--- config.mk ---
export PLATFORM = sky130hd
export DESIGN_NAME = key_conditioner
export DESIGN_NICKNAME = d
export VERILOG_FILES = /design/src/rtl/key_cond_pkg.sv /design/src/rtl/key_cond_chan.sv /design/src/rtl/key_conditioner.sv
export SDC_FILE = /design/constraint.sdc
export NUM_CORES = 1
export LEC_CHECK = 0
export BUFFER_PORTS_ARGS = -buffer_cell sky130_fd_sc_hd__buf_4
export CORE_ASPECT_RATIO = 0.7
export CORE_UTILIZATION = 65
export CTS_CLUSTER_SIZE = 25
export DETAILED_ROUTE_END_ITERATION = 12
export PLACE_DENSITY = 0.85
export SYNTH_ARGS = -nofsm -noshare
export SYNTH_HDL_FRONTEND = slang
export SYNTH_SLANG_ARGS = --single-unit
--- constraint.sdc ---
create_clock -name Clock -period 4.4 [get_ports Clock]
set_input_delay 0.44 -clock Clock [delete_from_list [all_inputs] [get_ports Clock]]
set_output_delay 0.44 -clock Clock [all_outputs]
set_load 0.01 [all_outputs]
--- src/rtl/key_cond_pkg.sv ---
// Shared defaults, counter sizing and the per-channel event bundle
// used by the key conditioner.
package key_cond_pkg;

  localparam int DEF_N_KEYS          = 4;
  localparam int DEF_SYNC_STAGES     = 2;
  localparam int DEF_DEBOUNCE_CYCLES = 50000;
  localparam int DEF_REPEAT_CYCLES   = 0;
  localparam bit DEF_ACTIVE_LOW      = 1'b1;

  typedef struct packed {
    logic level;
    logic press;
    logic rel;
    logic strobe;
  } key_evt_t;

  // max(1, $clog2(n)): a counter never collapses to zero bits
  function automatic int cnt_width(input int n);
    return ($clog2(n) > 1) ? $clog2(n) : 1;
  endfunction

endpackage

--- src/rtl/key_cond_chan.sv ---
// One key channel: N-flop synchroniser, stable-count debouncer and
// press/release edge detector with optional auto-repeat strobe.
module key_cond_chan
  import key_cond_pkg::*;
#(
  parameter int SYNC_STAGES     = DEF_SYNC_STAGES,
  parameter int DEBOUNCE_CYCLES = DEF_DEBOUNCE_CYCLES,
  parameter int REPEAT_CYCLES   = DEF_REPEAT_CYCLES,
  parameter bit ACTIVE_LOW      = DEF_ACTIVE_LOW
) (
  input  logic     i_clk,
  input  logic     i_rst_n,
  input  logic     i_key,
  output key_evt_t o_evt
);

  localparam int DW = cnt_width(DEBOUNCE_CYCLES);
  localparam int RW = cnt_width(REPEAT_CYCLES);
  localparam logic [DW-1:0] DMAX = DW'(DEBOUNCE_CYCLES - 1);
  localparam logic [RW-1:0] RMAX = RW'((REPEAT_CYCLES > 0) ? REPEAT_CYCLES - 1 : 0);
  localparam logic [SYNC_STAGES-1:0] SYNC_IDLE = {SYNC_STAGES{ACTIVE_LOW}};

  logic [SYNC_STAGES-1:0] r_sync;
  logic [DW-1:0]          r_dcnt;
  logic                   r_level;
  logic                   r_press;
  logic                   r_rel;
  logic                   r_strobe;
  logic                   w_s;
  logic                   w_flip;

  // synced sample normalised so that 1 always means pressed
  assign w_s    = ACTIVE_LOW ? ~r_sync[SYNC_STAGES-1] : r_sync[SYNC_STAGES-1];
  assign w_flip = (w_s != r_level) && (r_dcnt == DMAX);

  always_ff @(posedge i_clk or negedge i_rst_n) begin
    if (!i_rst_n) r_sync <= SYNC_IDLE;
    else          r_sync <= {r_sync[SYNC_STAGES-2:0], i_key};
  end

  always_ff @(posedge i_clk or negedge i_rst_n) begin
    if (!i_rst_n) begin
      r_dcnt  <= '0;
      r_level <= 1'b0;
      r_press <= 1'b0;
      r_rel   <= 1'b0;
    end else begin
      r_press <= 1'b0;
      r_rel   <= 1'b0;
      if (w_s == r_level) begin
        r_dcnt <= '0;
      end else if (w_flip) begin
        r_level <= w_s;
        r_dcnt  <= '0;
        r_press <= w_s;
        r_rel   <= ~w_s;
      end else begin
        r_dcnt <= r_dcnt + DW'(1);
      end
    end
  end

  generate
    if (REPEAT_CYCLES > 0) begin : g_rep
      logic [RW-1:0] r_rcnt;

      // a release edge takes priority over a repeat tick falling due on it
      always_ff @(posedge i_clk or negedge i_rst_n) begin
        if (!i_rst_n) begin
          r_rcnt   <= '0;
          r_strobe <= 1'b0;
        end else if (w_flip) begin
          r_rcnt   <= '0;
          r_strobe <= w_s;
        end else if (r_level) begin
          if (r_rcnt == RMAX) begin
            r_rcnt   <= '0;
            r_strobe <= 1'b1;
          end else begin
            r_rcnt   <= r_rcnt + RW'(1);
            r_strobe <= 1'b0;
          end
        end else begin
          r_rcnt   <= '0;
          r_strobe <= 1'b0;
        end
      end
    end else begin : g_norep
      always_ff @(posedge i_clk or negedge i_rst_n) begin
        if (!i_rst_n) r_strobe <= 1'b0;
        else          r_strobe <= w_flip & w_s;
      end
    end
  endgenerate

  assign o_evt.level  = r_level;
  assign o_evt.press  = r_press;
  assign o_evt.rel    = r_rel;
  assign o_evt.strobe = r_strobe;

endmodule

--- src/rtl/key_conditioner.sv ---
// Multi-channel push-button/switch front end: N_KEYS independent
// synchronise/debounce/edge-detect channels between raw pins and control.
module key_conditioner
  import key_cond_pkg::*;
#(
  parameter int N_KEYS          = DEF_N_KEYS,
  parameter int SYNC_STAGES     = DEF_SYNC_STAGES,
  parameter int DEBOUNCE_CYCLES = DEF_DEBOUNCE_CYCLES,
  parameter int REPEAT_CYCLES   = DEF_REPEAT_CYCLES,
  parameter bit ACTIVE_LOW      = DEF_ACTIVE_LOW
) (
  input  logic              Clock,
  input  logic              Reset,
  input  logic [N_KEYS-1:0] KEY,
  output logic [N_KEYS-1:0] level,
  output logic [N_KEYS-1:0] press,
  // `release` is a reserved word, so the release pulse carries a suffix
  output logic [N_KEYS-1:0] release_pulse,
  output logic [N_KEYS-1:0] strobe
);

  generate
    for (genvar i = 0; i < N_KEYS; i++) begin : g_chan
      key_evt_t w_evt;

      key_cond_chan #(
        .SYNC_STAGES     (SYNC_STAGES),
        .DEBOUNCE_CYCLES (DEBOUNCE_CYCLES),
        .REPEAT_CYCLES   (REPEAT_CYCLES),
        .ACTIVE_LOW      (ACTIVE_LOW)
      ) u_chan (
        .i_clk   (Clock),
        .i_rst_n (Reset),
        .i_key   (KEY[i]),
        .o_evt   (w_evt)
      );

      assign level[i]         = w_evt.level;
      assign press[i]         = w_evt.press;
      assign release_pulse[i] = w_evt.rel;
      assign strobe[i]        = w_evt.strobe;
    end
  endgenerate

endmodule

==> impl_summary.txt, run 1 <==
----------------------------------------------------
[Route]
  Number of violations reported at the end of detailed-routing iteration 0 ... 204
  DRT Wirelength ... 6994 um
  Detailed-routing iteration count for the pre-antenna-repair pass ... 5
  Vias per Instance ... 5.771
  WL per Instance ... 14.66 um
  Count of antenna-violating nets left after detailed routing ... 0
  Total via count after detailed routing ... 2753
  Detailed-route DRC error count ... 0

[Setup path]
  Kind of critical path ... flip-flop to flip-flop
  Worst r2r dst ... g_chan[1].u_chan.r_dcnt[12]
  CP Data Arrival Time ... 2.29 ns
  Worst reg2reg path startpoint ... g_chan[1].u_chan.r_dcnt[0]
  Type of element launching the critical path ... flip-flop
  Worst Reg-to-Reg Cells ... 5
  Critical-path maximum fanout ... 15
  Source of the critical timing path ... g_chan[1].u_chan.r_dcnt[0]
  Maximum single-stage delay on the critical path ... 0.80 ns
  Cell with the largest stage delay on the worst path ... sky130_fd_sc_hd__o21ai_1
  Internal reg-to-reg setup slack ... 2.30 ns
  CP endpoint ... g_chan[1].u_chan.r_dcnt[12]
  Data required time at the worst endpoint ... 4.59 ns
  Critical Path End Type ... flip-flop
  Cells along the critical path ... ha_1, and3_1, nand4_1, o21ai_1, nor2_1

[STA]
  Number of pins with negative max-slew slack in the final report ... 0
  Worst clock skew on the final layout ... 0.007783 ns
  Setup TNS after final layout ... 0 ns
  Final min period ... 2.102 ns
  Transition at the pin with the smallest max-transition slack ... 1.050 ns
  Final count of negative-setup-slack endpoints ... 0
  Unrepaired setup endpoints after global routing ... false
  Highest Clock Rate ... 0.4758 GHz
  Final critical-path share of the clock period ... 47.77%
  Worst-case headroom to the max-slew limit ... 30.00%
  Final Hold Viols ... 0

[Synthesis]
  Register bit count reported by yosys ... 88
  Ys Warns ... 0
  Post-synthesis instance area ... 4014 sq um
  Syn_nets ... 398
  Sequential area share after synthesis ... 55.11%
  Mean Syn Cell Area ... 10.34 sq um
  Post-synth ARST share ... 100.0%
  Cell variety after synth ... 31
  Ys flop type ... sky130_fd_sc_hd__dfrtp_1
  Number of instances in the synthesized netlist ... 388
  Count of flip-flops with a built-in enable after synthesis ... 0

[Finish]
  Most common cell after layout, fill and taps aside ... sky130_fd_sc_hd__dfrtp_1
  Share of layout cells above drive strength 1 ... 11.44%
  Number of antenna cells inserted ... 0
  Net count reported at finish ... 408
  Signed area change from the synthesized netlist to the final layout ... 7.263%
  Summed area of non-filler cells in the final layout ... 4305 sq um
  Cell Count, Final, Fillers Out ... 477
  Final standard cell utilization of the core ... 73.70%
  Most frequent cells in the layout ... 80 x sky130_fd_sc_hd__dfrtp_1, 68 x sky130_fd_sc_hd__nor2_1, 41 x sky130_fd_sc_hd__xnor2_1

[Place]
  Area after detailed placement ... 4118 sq um
  Placed cell count ... 462
  PortBufs ... 21
  Weighted congestion reported at the end of routability-driven placement ... 0.8535
  HPWL after detailed placement ... 4664 um

[Global route]
  Number of antenna violations at the first check in global routing ... 0
  Pin count of the biggest net entering global routing ... 89
  Wire length of the first global-routing pass ... 11760 um
  GRT Util Overall ... 24.44%
  Via count of the first global-routing pass ... 2567
  Total gr overflow ... 0

[Status]
  Status ... finished clean

[Clock tree]
  CTS hold repair buffers ... 0
  CTS-repair resized insts ... 0
  Later-pin clock latency in the skew report ... 0.35 ns
  CTS tree ... built
  Clock Pin Slew Worst Setup and Hold Paths ... 0.08 ns
  CTS Buffer Depth ... 2
  Setup bufs post-CTS ... 0
  Cts bufs inserted ... 9
  Clock sink total ... 88
  Buffer type at the clock tree root ... sky130_fd_sc_hd__clkbuf_8
  # H-tree levels ... 3

[Worst hold path]
  Path type of the worst min-delay path ... primary input to flip-flop

[Floorplan]
  Overall die height ... 67.75 um
  Die area ... 6498 sq um
  Number of cell rows ... 23
  Die extent in x ... 95.93 um
  Area of the placeable core ... 5842 sq um
  Initial core utilization ... 68.71%
  Io pins ... 22

[Power]
  VDD IR-drop max ... 0.2121 mV
  Total leakage power ... 1.812 nW
  Areal power density over the cells ... 329.5 nW/um^2

[Job]
  Total of max-cap violations ... 0

----------------------------------------------------
## area by class of cell
cell class,instances,area [sq um]
Tap cell,75,93.84
Multi-Input combinational cell,271,1628
Timing Repair Buffer,21,157.7
Sequential cell,88,2212
Clock inverter,3,42.54
Clock buffer,12,145.1
Inverter,7,26.28
Fill cell,426,1536
## power breakdown
part           total (mW)  switching (mW)  internal, mW
Combinational      0.0429          0.0302        0.0127
Clock               0.539           0.264         0.274
Sequential          0.837          0.0132         0.824
## registers in the layout, summed over array words and instances (netlist names)
register	flops
g_chan.u_chan.r_rel	4
g_chan.u_chan.r_press	4
g_chan.u_chan.r_dcnt	64
g_chan.u_chan.r_level	4
g_chan.u_chan.r_sync	8
g_chan.u_chan.r_strobe	4
## layer usage
layer / wire (um) / global-route usage [%] / part of all wire, %
met5: 0 / 0 / 0
met4: 103 / 11.19 / 1.5
met3: 382 / 7.207 / 5.5
met2: 3142 / 36.43 / 45
met1: 3367 / 33.26 / 48
## cells in the mapped netlist (all sizes together) (5+ instances only)
library cell	number	area (sq um)
and3	14	88.84
nor4	10	62.56
nor3	19	95.09
nor2	68	255.2
nand3	18	90.09
buf	20	140.1
nand2	24	90.09
a21oi	5	25.02
dfrtp	80	2002
xnor2	41	359.1
inv	7	26.28
o21ai	5	25.02
xor2	14	122.6
dfstp	8	210.2
nand4	24	156.4
nor4bb	5	50.05
## worst min path at each step
stage | start | end | depth (start not counted)
3_3_place_gp | g_chan[3].u_chan.r_sync[0] | g_chan[3].u_chan.r_sync[1] | 0
5_1_grt | KEY[2] | g_chan[2].u_chan.r_sync[0] | 1
6_report | KEY[2] | g_chan[2].u_chan.r_sync[0] | 1
3_5_place_dp | g_chan[1].u_chan.r_sync[0] | g_chan[1].u_chan.r_sync[1] | 0
2_1_floorplan | Reset | g_chan[0].u_chan.r_dcnt[0] | 0
4_1_cts | KEY[2] | g_chan[2].u_chan.r_sync[0] | 1
## per-stage QoR
| stage | worst slack, ns | power (mW) | hold WS, ns |
|---|---|---|---|
| after floorplan | 2.816 | 0.8706 | 0.1444 |
| after global placement | 2.439 | 0.8950 | 0.3465 |
| after detailed placement | 2.314 | 0.8970 | 0.3468 |
| after CTS | 2.305 | 1.434 | 0.1744 |
| after global routing | 2.111 | 1.472 | 0.1702 |
| final | 2.298 | 1.419 | 0.1844 |
## cell families (layout without fill, tap and decap cells)
group / after synthesis / in the layout / synth area share, %
AO/OA/AOI/OAI: 15 / 15 / 2.182
XOR/XNOR: 55 / 55 / 12.00
adder cells (fa/ha/maj): 4 / 4 / 1.247
buffers and inverters: 29 / 43 / 4.333
flip-flops: 88 / 88 / 55.11
AND/OR/NAND/NOR: 197 / 197 / 25.13
## critical path: cells and delay by family (launching register included)
kind / cells / cell delay [ns]
AO/OA/AOI/OAI: 1 / 0.80
adder cells (fa/ha/maj): 1 / 0.23
flip-flops: 1 / 0.41
AND/OR/NAND/NOR: 3 / 0.50
Note: power is estimated with default switching activity, not from simulation.
==> run 2: changes to the inputs <==
Settings changed: ABC_AREA set to 1, CORE_UTILIZATION 65 to 61, PLACE_DENSITY 0.85 to 0.8.
Clock period 4.4 ns to 2 ns, I/O delays scaled along.
==> impl_summary.txt, run 2 <==
----------------------------------------------------
[Floorplan]
  Die extent in x ... 104.1 um
  Initial core utilization ... 64.38%
  Overall die height ... 73.47 um
  Die area ... 7647 sq um
  Area of the placeable core ... 6913 sq um
  Number of cell rows ... 25
  Io pins ... 22

[Place]
  HPWL after detailed placement ... 6260 um
  Weighted congestion reported at the end of routability-driven placement ... 0.9516
  PortBufs ... 21

[Setup path]
  Type of element launching the critical path ... flip-flop
  Kind of critical path ... flip-flop to flip-flop
  Critical Path End Type ... flip-flop
  Worst Reg-to-Reg Cells ... 7
  Data required time at the worst endpoint ... 2.29 ns
  Critical-path maximum fanout ... 4
  Internal reg-to-reg setup slack ... 0.54 ns
  Worst r2r dst ... g_chan[0].u_chan.r_dcnt[14]
  Worst reg2reg path startpoint ... g_chan[0].u_chan.r_dcnt[0]
  CP Data Arrival Time ... 1.75 ns

[Synthesis]
  Most frequent cell after synthesis ... sky130_fd_sc_hd__nor2_1
  Top cell type's share of synthesized area ... 44.98%
  Post-synthesis instance area ... 4451 sq um
  Sequential area share after synthesis ... 49.70%
  Ys Warns ... 0
  Ranking of synthesized cells by instance count ... 142 x sky130_fd_sc_hd__nor2_1, 133 x sky130_fd_sc_hd__nand2_1, 80 x sky130_fd_sc_hd__dfrtp_1
  Register bit count reported by yosys ... 88
  Post-synth ARST share ... 100.0%
  Syn_nets ... 574
  Count of flip-flops with a built-in enable after synthesis ... 0
  Top area cells in the synthesized netlist ... sky130_fd_sc_hd__dfrtp_1 45%, sky130_fd_sc_hd__nor2_1 12%, sky130_fd_sc_hd__nand2_1 11%
  Ys flop type ... sky130_fd_sc_hd__dfrtp_1
  Mean Syn Cell Area ... 7.891 sq um
  Cell variety after synth ... 24
  Number of instances in the synthesized netlist ... 564
  Largest area contributor in the netlist ... sky130_fd_sc_hd__dfrtp_1

[Route]
  DRT Wirelength ... 8477 um
  Detailed-routing iteration count for the pre-antenna-repair pass ... 5
  Total via count after detailed routing ... 3470
  Vias per Instance ... 5.051
  WL per Instance ... 12.34 um
  Detailed-route DRC error count ... 0
  Count of antenna-violating nets left after detailed routing ... 0
  Number of violations reported at the end of detailed-routing iteration 0 ... 167

[STA]
  Setup TNS after final layout ... 0 ns
  Unrepaired setup endpoints after global routing ... false
  Final count of negative-setup-slack endpoints ... 0
  Worst-case headroom to the max-slew limit ... 67.45%
  Worst clock skew on the final layout ... 0.005990 ns
  Final critical-path share of the clock period ... 73.15%
  Final min period ... 1.463 ns
  Number of pins with negative max-slew slack in the final report ... 0
  Final Hold Viols ... 0
  Transition at the pin with the smallest max-transition slack ... 0.4883 ns
  Highest Clock Rate ... 0.6835 GHz

[Global route]
  Pin count of the biggest net entering global routing ... 40
  Wire length of the first global-routing pass ... 14860 um
  Total gr overflow ... 0
  GRT Util Overall ... 25.01%
  Via count of the first global-routing pass ... 3392
  Number of antenna violations at the first check in global routing ... 0

[Power]
  Areal power density over the cells ... 649.1 nW/um^2
  Final Power ... 3.163 mW
  VDD IR-drop max ... 0.3677 mV
  Total leakage power ... 2.242 nW

[Clock tree]
  CTS-repair resized insts ... 0
  Clock Pin Slew Worst Setup and Hold Paths ... 0.08 ns
  CTS tree ... built
  CTS Buffer Depth ... 2
  Later-pin clock latency in the skew report ... 0.36 ns
  Buffer type at the clock tree root ... sky130_fd_sc_hd__clkbuf_8
  Clock sink total ... 88
  Cts bufs inserted ... 9
  # H-tree levels ... 3

[Job]
  Total of max-cap violations ... 0

[Finish]
  Most frequent cells in the layout ... 142 x sky130_fd_sc_hd__nor2_1, 133 x sky130_fd_sc_hd__nand2_1, 80 x sky130_fd_sc_hd__dfrtp_1
  Most common cell after layout, fill and taps aside ... sky130_fd_sc_hd__nor2_1
  Number of antenna cells inserted ... 0
  Register with the most flip-flops ... g_chan.u_chan.r_dcnt
  Final standard cell utilization of the core ... 70.48%
  Top Registers ... g_chan.u_chan.r_dcnt (64), g_chan.u_chan.r_sync (8)
  Share of layout cells above drive strength 1 ... 11.30%
  Signed area change from the synthesized netlist to the final layout ... 9.474%
  Net count reported at finish ... 599
  Max reg flops ... 64

[Worst hold path]
  Path type of the worst min-delay path ... primary input to async pin

[Status]
  Status ... finished clean

----------------------------------------------------
==> run 2: changes by cell type after synthesis, moves of 5 or more <==
cell | previous run | this run
sky130_fd_sc_hd__inv_1 | 7 | 63
sky130_fd_sc_hd__xnor2_1 | 41 | 8
sky130_fd_sc_hd__and3_1 | 13 | 0
sky130_fd_sc_hd__nor3_1 | 19 | 8
sky130_fd_sc_hd__nor2_1 | 68 | 142
sky130_fd_sc_hd__nand4_1 | 23 | 13
sky130_fd_sc_hd__nor4_1 | 10 | 0
sky130_fd_sc_hd__o21bai_1 | 0 | 8
sky130_fd_sc_hd__nand2_1 | 24 | 133
sky130_fd_sc_hd__nand3_1 | 18 | 35
sky130_fd_sc_hd__nor4bb_1 | 5 | 0
==> run 2: worst max-delay path by stage <==
stage | slack, ns | cells after the start | startpoint | to
floorplan | 0.76 | 4 | g_chan[1].u_chan.r_sync[1] | g_chan[1].u_chan.r_dcnt[2]
detailed placement | 0.54 | 6 | g_chan[3].u_chan.r_dcnt[0] | g_chan[3].u_chan.r_dcnt[15]
global route | 0.36 | 7 | g_chan[0].u_chan.r_dcnt[0] | g_chan[0].u_chan.r_dcnt[14]
finish | 0.54 | 7 | g_chan[0].u_chan.r_dcnt[0] | g_chan[0].u_chan.r_dcnt[14]
global placement | 0.57 | 6 | g_chan[0].u_chan.r_dcnt[0] | g_chan[0].u_chan.r_dcnt[15]
CTS | 0.53 | 6 | g_chan[3].u_chan.r_dcnt[0] | g_chan[3].u_chan.r_dcnt[15]
==> run 2: where the power goes <==
part           switching [mW]  total (mW)  internal [mW]
sequential             0.0285        1.84           1.81
combinational          0.0851       0.130         0.0445
clock                   0.594        1.19          0.599
total                   0.707        3.16           2.46
==> run 2: cell families (layout without fill, tap and decap cells) <==
family,count (synthesis),after routing,synth area share (%)
flip-flops,88,88,49.70
AO/OA/AOI/OAI,15,15,2.136
XOR/XNOR,26,26,5.117
AND/OR/NAND/NOR,352,352,33.90
adder cells (fa/ha/maj),4,4,1.125
buffers and inverters,79,108,8.013
==> run 2: timing repair <==
item | 4_1_cts | 5_1_grt
hold buffers | 5 | 0
buffers inserted | 0 | 0
endpoints found under the hold margin | 34 | 0
==> run 2: layer usage <==
layer	routed length, um	vias up	GRT usage (%)
met5	0	-	0
met4	83	0	8.889
met3	408	9	5.768
met2	3826	81	41.33
met1	4158	1604	32.96
li1	-	1776	-
==> run 2: stage by stage <==
step / instances / hold WS [ns] / setup slack, ns / area (sq um)
4_1_cts: 687 / 0.3530 / 0.5292 / 4872
2_1_floorplan: 564 / -0.09559 / 0.7570 / 4451
5_1_grt: 687 / 0.3668 / 0.3637 / 4872
3_3_place_gp: 667 / 0.1912 / 0.5708 / 4636
6_report: 687 / 0.3422 / 0.5370 / 4872
3_5_place_dp: 667 / 0.1940 / 0.5392 / 4636
==> run 2: worst max-delay path: stages (launching register included) <==
cell and delay, ns:
sky130_fd_sc_hd__dfrtp_1 0.41, sky130_fd_sc_hd__ha_1 0.25, sky130_fd_sc_hd__nand3_2 0.13, sky130_fd_sc_hd__nor2_1 0.28, sky130_fd_sc_hd__nand3_1 0.11, sky130_fd_sc_hd__nand2_1 0.08, sky130_fd_sc_hd__nand2_1 0.05, sky130_fd_sc_hd__nor2_1 0.09
==> run 2: cell type report <==
class,count,area [sq um]
Inverter,63,236.5
Clock inverter,4,45.04
Clock buffer,11,141.4
Timing Repair Buffer,30,237.7
Multi-Input combinational cell,397,1882
Fill cell,551,2041
Sequential cell,88,2212
Tap cell,94,117.6
==> run 3: changes to the inputs <==
Clock period 2 ns to 1.42 ns, I/O delays scaled along.
==> impl_summary.txt, run 3 (synthesis results as in run 2) <==
----------------------------------------------------
[Place]
  HPWL after detailed placement ... 6000 um
  Area after detailed placement ... 4656 sq um
  Weighted congestion reported at the end of routability-driven placement ... 0.8783
  PortBufs ... 21

[STA]
  Final critical-path share of the clock period ... 97.69%
  Final min period ... 1.387 ns
  Worst-case headroom to the max-slew limit ... 68.60%
  Final count of negative-setup-slack endpoints ... 0
  Worst clock skew on the final layout ... 0.009100 ns
  Number of pins with negative max-slew slack in the final report ... 0
  Transition at the pin with the smallest max-transition slack ... 0.4709 ns
  Highest Clock Rate ... 0.7208 GHz
  Final Hold Viols ... 0

[Setup path]
  Total number of cells along the worst setup path ... 7
  Worst reg2reg path startpoint ... g_chan[3].u_chan.r_dcnt[0]
  WP buf/inv ... 1
  Worst r2r dst ... g_chan[3].u_chan.r_dcnt[10]
  Type of element launching the critical path ... flip-flop
  CP endpoint ... g_chan[3].u_chan.r_dcnt[10]
  Largest delay contributor family on the critical path ... flip-flops
  Source of the critical timing path ... g_chan[3].u_chan.r_dcnt[0]
  Maximum single-stage delay on the critical path ... 0.43 ns
  Kind of critical path ... flip-flop to flip-flop
  Most common cell type on the critical path ... sky130_fd_sc_hd__nand2_1
  Critical-path maximum fanout ... 4
  CP Data Arrival Time ... 1.67 ns
  Internal reg-to-reg setup slack ... 0.03 ns
  Critical Path End Type ... flip-flop
  Data required time at the worst endpoint ... 1.71 ns
  Worst Reg-to-Reg Cells ... 7
  Cell with the largest stage delay on the worst path ... sky130_fd_sc_hd__dfrtp_1
  Cells along the critical path ... ha_4, nand3_4, inv_1, nand2_1, o21ai_0, nand2_1, nor2_1

[Finish]
  Summed area of non-filler cells in the final layout ... 5074 sq um
  Register with the most flip-flops ... g_chan.u_chan.r_dcnt
  Top Registers ... g_chan.u_chan.r_dcnt (64), g_chan.u_chan.r_sync (8)
  Most common cell after layout, fill and taps aside ... sky130_fd_sc_hd__nor2_1
  Final standard cell utilization of the core ... 73.39%
  Area occupied by multi-input gates ... 1991 sq um
  Share of layout cells above drive strength 1 ... 16.53%
  Net count reported at finish ... 604
  Max reg flops ... 64
  Number of antenna cells inserted ... 0
  Filler cell count in the final layout ... 507
  Footprint of the flip-flops and latches ... 2217 sq um
  Most frequent cells in the layout ... 132 x sky130_fd_sc_hd__nor2_1, 128 x sky130_fd_sc_hd__nand2_1, 76 x sky130_fd_sc_hd__dfrtp_1
  Signed area change from the synthesized netlist to the final layout ... 14.00%

[Floorplan]
  Die extent in x ... 104.1 um
  Number of cell rows ... 25
  Io pins ... 22
  Die area ... 7647 sq um
  Initial core utilization ... 64.38%
  Overall die height ... 73.47 um
  Area of the placeable core ... 6913 sq um

[Clock tree]
  Cts bufs inserted ... 9
  Clock sink total ... 88
  # H-tree levels ... 3
  Buffer type at the clock tree root ... sky130_fd_sc_hd__clkbuf_8
  Later-pin clock latency in the skew report ... 0.36 ns
  CTS tree ... built
  Clock Pin Slew Worst Setup and Hold Paths ... 0.09 ns
  CTS Buffer Depth ... 2

[Status]
  Status ... finished clean

[Route]
  Detailed-route DRC error count ... 0
  Vias per Instance ... 5.228
  Count of antenna-violating nets left after detailed routing ... 0
  WL per Instance ... 13.06 um
  DRT Wirelength ... 9053 um
  Total via count after detailed routing ... 3623
  Detailed-routing iteration count for the pre-antenna-repair pass ... 4
  Number of violations reported at the end of detailed-routing iteration 0 ... 251

[Global route]
  Number of antenna violations at the first check in global routing ... 0
  Via count of the first global-routing pass ... 3272
  GRT Util Overall ... 24.73%
  Pin count of the biggest net entering global routing ... 89
  Wire length of the first global-routing pass ... 14770 um
  Total gr overflow ... 0

[Power]
  Total leakage power ... 2.270 nW
  VDD IR-drop max ... 0.5985 mV
  Areal power density over the cells ... 944.3 nW/um^2

[Job]
  Total of max-cap violations ... 0

[Worst hold path]
  Path type of the worst min-delay path ... primary input to async pin

----------------------------------------------------
==> run 3: cell count changes in the layout (fill, tap and decap cells not counted), sizes merged <==
cell | previous run | this run
buf | 25 | 29
inv | 63 | 64
nand2 | 139 | 140
clkinv | 3 | 1
clkinvlp | 0 | 3
bufinv | 1 | 2
clkbuf | 11 | 9
==> run 3: metal layers <==
| layer | wire (um) | global-route usage [%] | vias to the layer above |
|---|---|---|---|
| li1 | - | - | 1789 |
| met1 | 4364 | 33.88 | 1718 |
| met2 | 4142 | 39.63 | 102 |
| met3 | 431 | 5.679 | 14 |
| met4 | 114 | 8.095 | 0 |
| met5 | 0 | 0 | - |
==> run 3: tightest hold or removal path: stages <==
cell and delay (ns):
sky130_fd_sc_hd__dlygate4sd3_1 0.53, sky130_fd_sc_hd__buf_4 0.12, sky130_fd_sc_hd__buf_12 0.36
==> run 3: how the worst min path moves through the flow <==
stage / from / endpoint / cells after the start
floorplan: Reset / g_chan[0].u_chan.r_dcnt[0] / 0
global route: g_chan[1].u_chan.r_sync[0] / g_chan[1].u_chan.r_sync[1] / 0
detailed placement: Reset / g_chan[3].u_chan.r_dcnt[5] / 2
CTS: Reset / g_chan[3].u_chan.r_dcnt[5] / 3
finish: Reset / g_chan[3].u_chan.r_dcnt[13] / 3
global placement: Reset / g_chan[3].u_chan.r_dcnt[13] / 2
==> run 3: stage by stage <==
step / power, mW / TNS [ns] / std cells / worst slack, ns / hold slack, ns
after floorplan: 2.715 / 0 / 564 / 0.1770 / -0.1536
after global placement: 2.812 / 0 / 668 / 0.07156 / 0.2141
after detailed placement: 2.820 / -0.003644 / 668 / -0.001874 / 0.2184
after CTS: 4.807 / 0 / 689 / 0.001454 / 0.3608
after global routing: 4.953 / -0.2010 / 693 / -0.06596 / 0.3639
final: 4.791 / 0 / 693 / 0.03275 / 0.3444
==> run 3: layout make-up <==
class,count,share of cell area (%)
Sequential cell,88,43.70
Multi-Input combinational cell,398,39.24
Timing Repair Buffer,34,5.524
Inverter,63,4.735
Clock buffer,9,2.441
Tap cell,94,2.318
Clock inverter,7,2.047
==> run 3: timing repair <==
action                                  4_1_cts  5_1_grt
gates resized for setup                       3       31
hold buffers                                  5        0
setup buffers                                 0        3
endpoints found under the hold margin        84        0
gates cloned                                  0        1
endpoints found under the setup margin       20       58
pin swaps                                     0        3
==> run 3: report_power, final <==
group          switching [mW]  internal [mW]
combinational           0.132         0.0850
clock                   0.961           1.01
sequential             0.0477           2.55
total                    1.14           3.65
